$ cat src/rtl/alu_mc_pkg.sv
// Shared types for the multi-cycle MIPS32 execute-stage ALU: op codes, FSM states
// and the helper that separates iterative ops from single-cycle ones.
package alu_mc_pkg;

    typedef enum logic [3:0] {
        OP_AND  = 4'b0000,
        OP_OR   = 4'b0001,
        OP_ADD  = 4'b0010,
        OP_SLL  = 4'b0011,
        OP_SRL  = 4'b0100,
        OP_SRA  = 4'b0101,
        OP_SUB  = 4'b0110,
        OP_SLT  = 4'b0111,
        OP_MULU = 4'b1000,
        OP_DIVU = 4'b1001,
        OP_REMU = 4'b1010,
        OP_NOR  = 4'b1100,
        OP_SLTU = 4'b1111
    } alu_op_e;

    typedef enum logic [1:0] {
        IDLE,
        BUSY,
        DONE
    } alu_state_e;

    function automatic logic is_iterative(input logic [3:0] op);
        return (op == OP_MULU) || (op == OP_DIVU) || (op == OP_REMU);
    endfunction

endpackage

$ cat src/rtl/alu_iter_muldiv.sv
// Iterative unsigned multiply (shift-add) and restoring divide, one step per cycle
// over WIDTH cycles; done pulses for one cycle once the final step has landed.
module alu_iter_muldiv #(
    parameter int WIDTH = 32
) (
    input  logic             clk,
    input  logic             reset_n,
    input  logic             start,
    input  logic             is_div,
    input  logic [WIDTH-1:0] a,
    input  logic [WIDTH-1:0] b,
    output logic             busy,
    output logic             done,
    output logic [WIDTH-1:0] product_lo,
    output logic [WIDTH-1:0] quotient,
    output logic [WIDTH-1:0] remainder
);

    localparam int CW = $clog2(WIDTH);

    // x holds multiplier / dividend-becoming-quotient, y the multiplicand / divisor,
    // acc the running product or partial remainder.
    logic [WIDTH-1:0] x_q, x_d;
    logic [WIDTH-1:0] y_q, y_d;
    logic [WIDTH-1:0] acc_q, acc_d;
    logic [CW-1:0]    cnt_q, cnt_d;
    logic             busy_q, busy_d;
    logic             done_q, done_d;
    logic             is_div_q, is_div_d;
    logic [WIDTH:0]   rem_sh;
    logic [WIDTH:0]   rem_diff;

    always_comb begin
        x_d      = x_q;
        y_d      = y_q;
        acc_d    = acc_q;
        cnt_d    = cnt_q;
        busy_d   = busy_q;
        done_d   = 1'b0;
        is_div_d = is_div_q;
        rem_sh   = {acc_q, x_q[WIDTH-1]};
        rem_diff = rem_sh - {1'b0, y_q};

        if (start) begin
            x_d      = a;
            y_d      = b;
            acc_d    = '0;
            cnt_d    = CW'(WIDTH - 1);
            busy_d   = 1'b1;
            is_div_d = is_div;
        end else if (busy_q) begin
            if (is_div_q) begin
                if (!rem_diff[WIDTH]) begin
                    acc_d = rem_diff[WIDTH-1:0];
                    x_d   = {x_q[WIDTH-2:0], 1'b1};
                end else begin
                    acc_d = rem_sh[WIDTH-1:0];
                    x_d   = {x_q[WIDTH-2:0], 1'b0};
                end
            end else begin
                acc_d = acc_q + (x_q[0] ? y_q : '0);
                x_d   = x_q >> 1;
                y_d   = y_q << 1;
            end
            if (cnt_q == '0) begin
                busy_d = 1'b0;
                done_d = 1'b1;
            end else begin
                cnt_d = cnt_q - 1'b1;
            end
        end
    end

    always_ff @(posedge clk or negedge reset_n) begin
        if (!reset_n) begin
            x_q      <= '0;
            y_q      <= '0;
            acc_q    <= '0;
            cnt_q    <= '0;
            busy_q   <= 1'b0;
            done_q   <= 1'b0;
            is_div_q <= 1'b0;
        end else begin
            x_q      <= x_d;
            y_q      <= y_d;
            acc_q    <= acc_d;
            cnt_q    <= cnt_d;
            busy_q   <= busy_d;
            done_q   <= done_d;
            is_div_q <= is_div_d;
        end
    end

    assign busy       = busy_q;
    assign done       = done_q;
    assign product_lo = acc_q;
    assign quotient   = x_q;
    assign remainder  = acc_q;

endmodule

$ cat src/rtl/alu_mc.sv
// Multi-cycle ALU for the MIPS32 EX stage: single-cycle logic/arith/shift ops plus
// iterative MULU/DIVU/REMU, with valid/ready handshakes on both sides.
module alu_mc #(
    parameter int WIDTH = 32
) (
    input  logic             clk,
    input  logic             reset_n,
    input  logic             in_valid,
    output logic             in_ready,
    input  logic [WIDTH-1:0] a,
    input  logic [WIDTH-1:0] b,
    input  logic [3:0]       alu_ctrl,
    output logic             out_valid,
    input  logic             out_ready,
    output logic [WIDTH-1:0] result,
    output logic             zero,
    output logic             overflow
);
    import alu_mc_pkg::*;

    localparam int SHW = $clog2(WIDTH);

    alu_state_e       state_q, state_d;
    logic [WIDTH-1:0] result_q, result_d;
    logic             zero_q, zero_d;
    logic             overflow_q, overflow_d;
    logic             out_valid_q, out_valid_d;
    alu_op_e          op_q, op_d;
    logic [WIDTH-1:0] a_q, a_d;
    logic             b_zero_q, b_zero_d;

    logic             accept;
    logic             md_start;
    logic             md_busy;
    logic             md_done;
    logic [WIDTH-1:0] md_product;
    logic [WIDTH-1:0] md_quotient;
    logic [WIDTH-1:0] md_remainder;
    logic [WIDTH-1:0] sc_result;
    logic             sc_overflow;
    logic [WIDTH-1:0] sum;
    logic [WIDTH-1:0] diff;
    logic [SHW-1:0]   shamt;
    logic [WIDTH-1:0] iter_result;

    assign in_ready = (state_q == IDLE) || ((state_q == DONE) && out_ready);
    assign accept   = in_valid && in_ready;

    // Unknown op codes fall through to ADD, including its overflow rule.
    always_comb begin
        sum         = a + b;
        diff        = a - b;
        shamt       = b[SHW-1:0];
        sc_overflow = 1'b0;
        case (alu_ctrl)
            OP_AND:  sc_result = a & b;
            OP_OR:   sc_result = a | b;
            OP_NOR:  sc_result = ~(a | b);
            OP_SLL:  sc_result = a << shamt;
            OP_SRL:  sc_result = a >> shamt;
            OP_SRA:  sc_result = $unsigned($signed(a) >>> shamt);
            OP_SLT:  sc_result = {{(WIDTH-1){1'b0}}, ($signed(a) < $signed(b))};
            OP_SLTU: sc_result = {{(WIDTH-1){1'b0}}, (a < b)};
            OP_SUB: begin
                sc_result   = diff;
                sc_overflow = (a[WIDTH-1] != b[WIDTH-1]) && (diff[WIDTH-1] != a[WIDTH-1]);
            end
            default: begin
                sc_result   = sum;
                sc_overflow = (a[WIDTH-1] == b[WIDTH-1]) && (sum[WIDTH-1] != a[WIDTH-1]);
            end
        endcase
    end

    always_comb begin
        iter_result = md_product;
        if (op_q == OP_DIVU) begin
            iter_result = b_zero_q ? '1 : md_quotient;
        end else if (op_q == OP_REMU) begin
            iter_result = b_zero_q ? a_q : md_remainder;
        end
    end

    always_comb begin
        state_d     = state_q;
        result_d    = result_q;
        zero_d      = zero_q;
        overflow_d  = overflow_q;
        out_valid_d = out_valid_q;
        op_d        = op_q;
        a_d         = a_q;
        b_zero_d    = b_zero_q;
        md_start    = 1'b0;

        case (state_q)
            IDLE, DONE: begin
                if ((state_q == DONE) && out_ready) begin
                    state_d     = IDLE;
                    out_valid_d = 1'b0;
                end
                if (accept) begin
                    if (is_iterative(alu_ctrl)) begin
                        state_d     = BUSY;
                        out_valid_d = 1'b0;
                        md_start    = 1'b1;
                        op_d        = alu_op_e'(alu_ctrl);
                        a_d         = a;
                        b_zero_d    = (b == '0);
                    end else begin
                        state_d     = DONE;
                        out_valid_d = 1'b1;
                        result_d    = sc_result;
                        zero_d      = (sc_result == '0);
                        overflow_d  = sc_overflow;
                    end
                end
            end
            BUSY: begin
                if (md_done && !md_busy) begin
                    state_d     = DONE;
                    out_valid_d = 1'b1;
                    result_d    = iter_result;
                    zero_d      = (iter_result == '0);
                    overflow_d  = 1'b0;
                end
            end
            default: state_d = IDLE;
        endcase
    end

    always_ff @(posedge clk or negedge reset_n) begin
        if (!reset_n) begin
            state_q     <= IDLE;
            result_q    <= '0;
            zero_q      <= 1'b0;
            overflow_q  <= 1'b0;
            out_valid_q <= 1'b0;
            op_q        <= OP_ADD;
            a_q         <= '0;
            b_zero_q    <= 1'b0;
        end else begin
            state_q     <= state_d;
            result_q    <= result_d;
            zero_q      <= zero_d;
            overflow_q  <= overflow_d;
            out_valid_q <= out_valid_d;
            op_q        <= op_d;
            a_q         <= a_d;
            b_zero_q    <= b_zero_d;
        end
    end

    alu_iter_muldiv #(.WIDTH(WIDTH)) u_muldiv (
        .clk        (clk),
        .reset_n    (reset_n),
        .start      (md_start),
        .is_div     (alu_ctrl != OP_MULU),
        .a          (a),
        .b          (b),
        .busy       (md_busy),
        .done       (md_done),
        .product_lo (md_product),
        .quotient   (md_quotient),
        .remainder  (md_remainder)
    );

    assign result    = result_q;
    assign zero      = zero_q;
    assign overflow  = overflow_q;
    assign out_valid = out_valid_q;

endmodule

$ cat config.mk
export PLATFORM = sky130hd
export DESIGN_NAME = alu_mc
export DESIGN_NICKNAME = d
export VERILOG_FILES = /design/src/rtl/alu_mc_pkg.sv /design/src/rtl/alu_iter_muldiv.sv /design/src/rtl/alu_mc.sv
export SDC_FILE = /design/constraint.sdc
export NUM_CORES = 1
export LEC_CHECK = 0
export BUFFER_PORTS_ARGS = -buffer_cell sky130_fd_sc_hd__buf_2
export CAP_MARGIN = 20
export CELL_PAD_IN_SITES_DETAIL_PLACEMENT = 1
export CELL_PAD_IN_SITES_GLOBAL_PLACEMENT = 2
export CORE_UTILIZATION = 38
export DETAILED_ROUTE_END_ITERATION = 8
export PLACE_DENSITY_LB_ADDON = 0.05
export SYNTH_ARGS = -nofsm -noshare
export SYNTH_HDL_FRONTEND = slang
export SYNTH_HIERARCHICAL = 1
export SYNTH_SLANG_ARGS = --single-unit
$ cat constraint.sdc
create_clock -name clk -period 4.3 [get_ports clk]
set_clock_uncertainty 0.05 [all_clocks]
set_input_delay 0.645 -clock clk [delete_from_list [all_inputs] [get_ports clk]]
set_output_delay 0.645 -clock clk [all_outputs]
set_load 0.02 [all_outputs]
Word level (Yosys, flattened, before mapping). Index checks and enable logic that the tools add are counted.

Register bits: 178. Input bits: 72. Output and inout bits: 36. Logic and storage cells: 131.

Add/subtract/negate cells: 5. Order comparisons: 2. Equality and inequality tests: 26. Shifts and indexed selects: 3. Multiplexer cells: 52. Bitwise gates (word level): 3. Reduce and logical (&&, ||, !) cells: 25.

Operators with widths (count): 32-bit 2-to-1 mux (18); 32-bit one-hot mux with 9 select lines (1); 32-bit zero test (3); 32-bit adder (2); 32-bit < comparator (2); 32-bit one-hot mux with 2 select lines (1); 33-bit by 32-bit subtractor with 33-bit output (1); 32-bit bitwise AND (1); 32-bit inverter (1); 32-bit OR (1); 32-bit by 5-bit << shifter with 32-bit output (1); 32-bit by 5-bit right shift with 32-bit output (1); 32-bit by 5-bit >>> shifter with 32-bit output (1); 32-bit subtractor (1); 4-bit equality test, second input constant (7); 1-bit 2-to-1 mux (20); 4-bit by 3-bit equality test with 1-bit output, second input constant (4); 5-bit 2-to-1 mux (3); 2-bit != test, second input constant (5); 2-bit 2-to-1 mux (4); 1-bit one-hot mux with 2 select lines (4); 8-bit OR reduction (1); 2-bit AND reduction (3); 3-bit AND reduction (2); other kinds (19) (28).

Longest topological paths before layout. Gate-level depths: netlist (run 1).

Depth after elaboration: 8. Depth in mapped cells: 17.

Modules after synthesis. The synthesis (run 1) kept the hierarchy.

Modules (own cells, without submodules): alu_mc (times used 1, cells each 1977, area an instance 14406.3 sq um, seq. area each 1853.0 sq um); alu_iter_muldiv (times used 1, cells each 1149, area an instance 9082.5 sq um, seq. area each 2602.5 sq um).

Worst setup path before layout (run 1). Ideal clock, no wire load.

Path kind: input-to-reg. From: input b[1]. To: register zero_q, in the netlist zero. Library setup time: 0.092 ns. Arrival time: 4.674 ns. Setup slack: -0.516 ns. Stages: 16. Buffers on the path: 3. Cell sequence: inv_1 buf_2 buf_2 buf_1 ha_1 o21ba_2 or4_4 and2_1 a221o_1 a211o_1 nor4b_1 nand4_1 nor4_1 nand4b_1 or4_1 o31ai_2.

Longest elaborated chain between the ends: 7.

RTL lines: start, declared (RTL line alu_mc.sv:11) `input logic [WIDTH-1:0] b,`; parallel branches: the longest is 2 deep, another holds 32-bit adder; 32-bit one-hot mux with 9 select lines (*) (RTL line alu_mc.sv:55) `case (alu_ctrl)`; 32-bit zero test (*) (RTL line alu_mc.sv:113) `zero_d = (sc_result == '0);`; 1-bit 2-to-1 mux (*) (RTL line alu_mc.sv:102) `if (is_iterative(alu_ctrl)) begin`; 1-bit 2-to-1 mux (*) (RTL line alu_mc.sv:101) `if (accept) begin`; 1-bit one-hot mux with 2 select lines (*) (RTL line alu_mc.sv:95) `case (state_q)`; end signal, assigned (RTL line alu_mc.sv:144) `zero_q <= zero_d;`; end, declared (RTL line alu_mc.sv:25) `logic zero_q, zero_d;`.

Every way passes the cells marked *. The select of a mux whose other input is x is not followed. A chain may end at the register's enable or synchronous reset.

Final worst setup path (run 1).
From: input b[0]. To: register zero_q, in the netlist zero.

The elaborated chain is that of the path after synthesis.

==> results of run 1 <==
==> through the flow <==
stage | utilization, % | power [mW]
global placement | 46.5 | 13.8
CTS | 47.4 | 15.9
floorplan | - | 10.3
global route | 47.6 | 17.2
detailed placement | 46.5 | 14.2
finish | 47.6 | 16.2
==> sequential cells by signal, summed over array words and instances, names as in the netlist <==
signal,count
a_q,32
b_zero_q,1
op_q,4
out_valid,1
overflow,1
result,32
state_q,2
u_muldiv/busy,1
u_muldiv/cnt_q,5
u_muldiv/done,1
u_muldiv/is_div_q,1
u_muldiv/product_lo,32
u_muldiv/quotient,32
u_muldiv/y_q,32
zero,1
==> per-layer routing <==
layer	routed length, microns	vias to the layer above	part of all wire, %
met3	11600	288	8.8
met4	7270	4	5.5
li1	-	12300	-
met2	55100	1385	42
met1	58500	14000	44
met5	26	-	0.020
==> logic make-up after synthesis <==
kind of cell | Yosys count | synth area share, %
AO/OA/AOI/OAI | 1105 | 30.4
XOR/XNOR | 73 | 2.75
adder cells (fa/ha/maj) | 166 | 8.97
buffers and inverters | 403 | 7.48
flip-flops | 178 | 19.0
multiplexers | 246 | 12.5
AND/OR/NAND/NOR | 955 | 19.0
==> synthesized netlist by cell type, types with 32 or more instances <==
master / count
mux2_2: 33
a211oi_1: 40
mux4_2: 32
ha_1: 162
xnor2_1: 46
o21ai_0: 348
o211ai_1: 47
nand3_1: 41
nand2_1: 353
dfrtp_1: 177
clkbuf_1: 147
and2_1: 47
nor3_1: 47
a31oi_1: 37
a21o_1: 51
buf_4: 34
inv_1: 145
nor2_1: 256
a21oi_1: 248
buf_2: 35
mux2i_1: 175
==> power by group <==
group	switching [mW]	internal, mW
logic	6.98	4.33
clock network	0.813	0.834
registers	0.831	2.40
==> layout make-up <==
cell class | count | area (sq um) | area share [%]
Clock buffer | 19 | 443 | 1.53
Clock inverter | 13 | 140 | 0.485
Multi-Input combinational cell | 2545 | 17500 | 60.4
Inverter | 151 | 576 | 1.99
Sequential cell | 178 | 4460 | 15.4
Antenna cell | 2 | 5.00 | 0.0173
Tap cell | 782 | 978 | 3.38
Timing Repair Buffer | 652 | 4850 | 16.8
==> worst register-to-register path: cells and delay by family (launching register included) <==
| kind | cells | cell delay, ps |
|---|---|---|
| xor gates and xnor gates | 1 | 250 |
| adders and majority gates | 2 | 630 |
| AOI/OAI and AO/OA | 7 | 2070 |
| buffers and inverters | 1 | 90 |
| DFF | 1 | 530 |
| and+or+nand+nor | 1 | 220 |
==> repair_timing <==
action | in CTS | in global routing
setup buffers | 0 | 2
resized for setup | 1 | 18
endpoints found under the setup margin | 1 | 2
pin swaps | 0 | 5
==> worst max-delay path by stage <==
stage / end / slack, ps / cells after the start
CTS: zero / 20 / 15
floorplan: zero / -20 / 16
global route: zero / 2 / 15
finish: zero / 100 / 16
global placement: zero / -530 / 19
detailed placement: zero / -610 / 19
==> run metrics, run 1 <==
GP Congestion 1.05; Core Area a little over 60000 sq um; Vias between 20k and 30k; first-pass GRT wire length 193000 microns; CTS buffer count 17; CP bufs+invs 5; r2r startpoint u_muldiv/quotient[31]; Final Cell Area approximately 29000 sq um; Initial Util roughly 39%; worst skew pair latency around 500 ps; CTS root buffer clkbuf_16; Critical Path Source b[0]; Worst setup EP type register; count of antenna-violating nets left after detailed routing 0; io pins around 110; final hold slack 136 ps; worst path cell trace buf_4, buf_4, buf_12, mux2_2, mux2i_1, buf_4, nor3_1, o31ai_1, o2111ai_1, nor4b_2, nand4_1, nor4_2, buf_4, nand4b_1, or4_1, o31ai_2; grt ovf 0; Max Root-Sink Buffers 2; placed insts between 4k and 5k; fill count 7529; total die area between 60000 and 70000 sq um; RSZ-0062 raised after global routing false; Seq/Total Area, Yosys between 10% and 20%; Placed Instance Area 28200 sq um; Mean Syn Cell Area around 7.5 sq um; met1 GRT Util between 50 and 60%; final std cells w/o fill between 4k and 5k; FF-to-FF End u_muldiv/product_lo[30]; H-tree levels 4; r2r setup slk about 360 ps; Post-Syn Area 23500 sq um; die height ~250 microns; commonest cells after routing, fill and taps aside buf_4, nand2_1, o21ai_0; Nets ~3.8k; worst hold path class in -> async; Worst Path Required approximately 4700 ps; Post-DP HPWL ~110000 microns; number of global-route vias before repair between 20k and 30k; area grow syn2layout 23.1%; Post-Syn Instances around 3.1k; area share of the largest cell type after synthesis approximately a fifth; met2 Usage GRT 60.6%; status completed; port buffer count between 100 and 150; commonest non-fill, non-tap cell in the layout buf_4; # DRC 0; met3 usage 8.17%; slowest CP cell o31ai_1; clock period minus worst slack 4200 ps; Die X 251 microns; Global Route Usage Sum 41.6%; cts hold-fix bufs 0; top post-synthesis cells by area dfrtp_1, ha_1, mux2i_1, o21ai_0, nand2_1; syn_nets around 3.4k; Power Density between 500 and 600 nW/um^2; layout cells sized above 1 23.4%; TritonCTS Sinks ~180; Avg Vias per Cell 6.44; max_cap viols 0; drt total wl 133000 microns; Ys Warns 6; startpoint types primary input; Yosys cell types approximately 110; Worst EP arrival roughly 4600 ps; largest net degree at the start of global routing between 100 and 150; final setup TNS 0 ps; max-slew violations 0; grt peak-use layer met2; initial antenna violation count 6; number of synthesized register bits around 180; final setup margin approximately 100 ps; Top delay family on crit path simple AND/OR/NAND/NOR gates; async set-reset flop share out of synthesis 100%; EDFF count, synth 0; post-place setup slack -608 ps; maximum fanout along the worst path 35; worst vdd ir roughly 0.63 mV; clock slew at reported path FFs ~80 ps; CTS tree done; Hold Vio Cnt, Final 0; worst-margin pin slew between 1000 and 1500 ps; max incr delay on CP roughly 560 ps; reg2reg path depth 12; dominant synthesized flop cell dfrtp_1; endpoints failing setup 0; area leader, netlist dfrtp_1; CP Class in -> reg; Iteration-0 DRC Markers roughly 3.1k; num rows 90; fin crit share between 90 and 100%; Detailed Routing Iterations Pass 1 5; max-slew headroom at the worst pin 24.1%; P_leak ~13 nW; fmax 238 MHz; Worst path most repeated cell buf_4; DR WL/cell 30.5 microns
No activity file was read; power rests on OpenSTA's default activity.
==> run 2: changes to the inputs <==
Settings changed: CORE_ASPECT_RATIO from default to 1.4, CORE_UTILIZATION 38 to 34, GPL_TIMING_DRIVEN from default to 0.
Clock period 4.3 ns to 3.8 ns, I/O delays scaled along.
==> run metrics, run 2 (synthesis gave the netlist of run 1 again) <==
clock slew at reported path FFs 80 ps; CTS root buffer clkbuf_16; startpoint types primary input; die height around 310 microns; slowest CP cell a2111o_2; worst path cell trace buf_6, buf_12, buf_12, buf_12, mux2i_4, mux4_2, nor2_1, a2111o_2, a21oi_4, o2111ai_4, nor4_4, nand4b_1, or4_1, o31ai_2; largest net degree at the start of global routing between 60 and 70; commonest non-fill, non-tap cell in the layout nand2_1; DR WL/cell 38.7 microns; Die X around 220 microns; Sequential Area about 4500 sq um; Worst Setup EP zero; sequential share of power 18.8%; Detailed Routing Iterations Pass 1 6; Core Area between 60000 and 70000 sq um; CTS tree done; Critical Path Source b[0]; Worst EP arrival between 4000 and 5000 ps; worst-margin pin slew about 1200 ps; maximum fanout along the worst path 10; worst vdd ir 0.462 mV; max_cap viols 0; fin crit share 116%; Worst Path Required around 4100 ps; PnR Total Power 19.7 mW; TritonCTS Sinks 178; fmax approximately 230 MHz; Global Route Usage Sum approximately 47%; clock period minus worst slack roughly 4400 ps; H-tree levels 4; layout cells sized above 1 20.9%; num rows about 110; worst skew pair latency approximately 470 ps; io pins approximately 110; Switch Pwr between 10 and 15 mW; grt ovf 0; initial antenna violation count 6; CTS buffer count 17; Power Density a little under 700 nW/um^2; RSZ-0062 raised after global routing true; Worst path most repeated cell buf_12; count of antenna-violating nets left after detailed routing 0; Clock power frac 9.2%; r2r startpoint op_q[2]; Logic pwr share a little under three quarters; Avg Vias per Cell slightly below 7; Nets about 3.6k; Hold Vio Cnt, Final 0; total die area around 70000 sq um; Max Root-Sink Buffers 2; status finished with violations; Worst setup EP type register; endpoints failing setup 15; multi-input logic area roughly 19000 sq um; # DRC 0; Vias approximately 29k; Iteration-0 DRC Markers roughly 2.5k; commonest cells after routing, fill and taps aside nand2_1, o21ai_0, nor2_1; area grow syn2layout 22.4%; max incr delay on CP ~630 ps; final setup margin -602 ps; Post-DP HPWL ~130000 microns; GP Congestion roughly 1.0; max-slew headroom at the worst pin between 15 and 20%; drt total wl roughly 170000 microns; Initial Util 34.5%; port buffer count between 100 and 150; fill count approximately 8.4k; first-pass GRT wire length around 230000 microns; CP Class in -> reg; worst hold path class in -> reg; final setup TNS -1680 ps; FF-to-FF End zero; internal power between 8 and 9 mW; reg2reg path depth 8; max-slew violations 0; number of global-route vias before repair between 30k and 40k; Switching Share 55.7%; r2r setup slk -460 ps; P_leak around 12 nW; failing checks negative setup slack
run 2: changes by cell type in the layout (fill, tap and decap cells not counted), sizes merged:
cell           previous run  this run
dlygate4sd3               0         1
bufinv                    1         0
buf                     651       309
diode                     2         4
clkbuf                   20       174
clkdlybuf4s15             0         2
clkinv                    6         8
inv                     154       150
clkinvlp                  3         7
run 2: critical path: cells and delay by family:
| kind | cells | cell delay (ps) |
|---|---|---|
| buffers and inverters | 4 | 730 |
| and+or+nand+nor | 4 | 1220 |
| muxes | 2 | 840 |
| AOI/OAI and AO/OA | 4 | 1310 |
run 2: how the worst min path moves through the flow:
stage / endpoint / start / cells past startpoint / slack, ps
2_1_floorplan: a_q[0] / reset_n / 0 / 220
3_3_place_gp: op_q[1] / op_q[1] / 2 / 410
3_5_place_dp: a_q[1] / a_q[1] / 2 / 430
4_1_cts: u_muldiv/y_q[3] / b[3] / 3 / 310
5_1_grt: u_muldiv/y_q[2] / b[2] / 3 / 360
6_report: u_muldiv/y_q[2] / b[2] / 3 / 360
run 2: power by group through the flow:
| stage | registers [mW] | clock network [mW] | logic, mW |
|---|---|---|---|
| 2_1_floorplan | 3.49 | 0 | 8.21 |
| 3_3_place_gp | 3.65 | 0 | 12.3 |
| 3_5_place_dp | 3.70 | 0 | 12.7 |
| 4_1_cts | 3.68 | 1.82 | 13.4 |
| 5_1_grt | 3.77 | 1.88 | 14.9 |
| 6_report | 3.69 | 1.81 | 14.2 |
run 2: through the flow:
stage / setup WS (ps) / hold slack, ps / utilization, % / std cells / instance area (sq um)
after floorplan: -442 / 224 / - / 3126 / 23600
after global routing: -604 / 364 / 42.2 / 4294 / 28700
after global placement: -3250 / 414 / 37.0 / 4153 / 25200
after CTS: -760 / 307 / 40.6 / 4255 / 27600
final: -602 / 361 / 42.2 / 4298 / 28700
after detailed placement: -3000 / 425 / 37.4 / 4171 / 25500
run 2: repair_timing:
item / in CTS / in global routing
hold endpoints to repair: 37 / 0
buffers inserted: 53 / 36
gates resized for setup: 297 / 220
hold buffers: 1 / 0
setup endpoints to repair: 151 / 78
cloned: 0 / 1
pin swaps: 42 / 45
run 2: metal layers:
metal	part of all wire (%)	wire length, microns	track usage [%]	up-vias
li1	-	-	-	12000
met1	32	52500	44.1	14400
met2	48	79200	79.7	1677
met3	6.6	11000	9.83	912
met4	14	23500	54.6	4
met5	0.019	32	0.0686	-
run 2: area by class of cell:
cell class	count	area share, %
Multi-Input combinational cell	2545	65.0
Sequential cell	178	15.5
Timing Repair Buffer	221	5.77
Buffer	247	5.43
Tap cell	920	4.00
Inverter	151	2.22
Clock buffer	18	1.53
Clock inverter	14	0.488
Antenna cell	4	0.0348
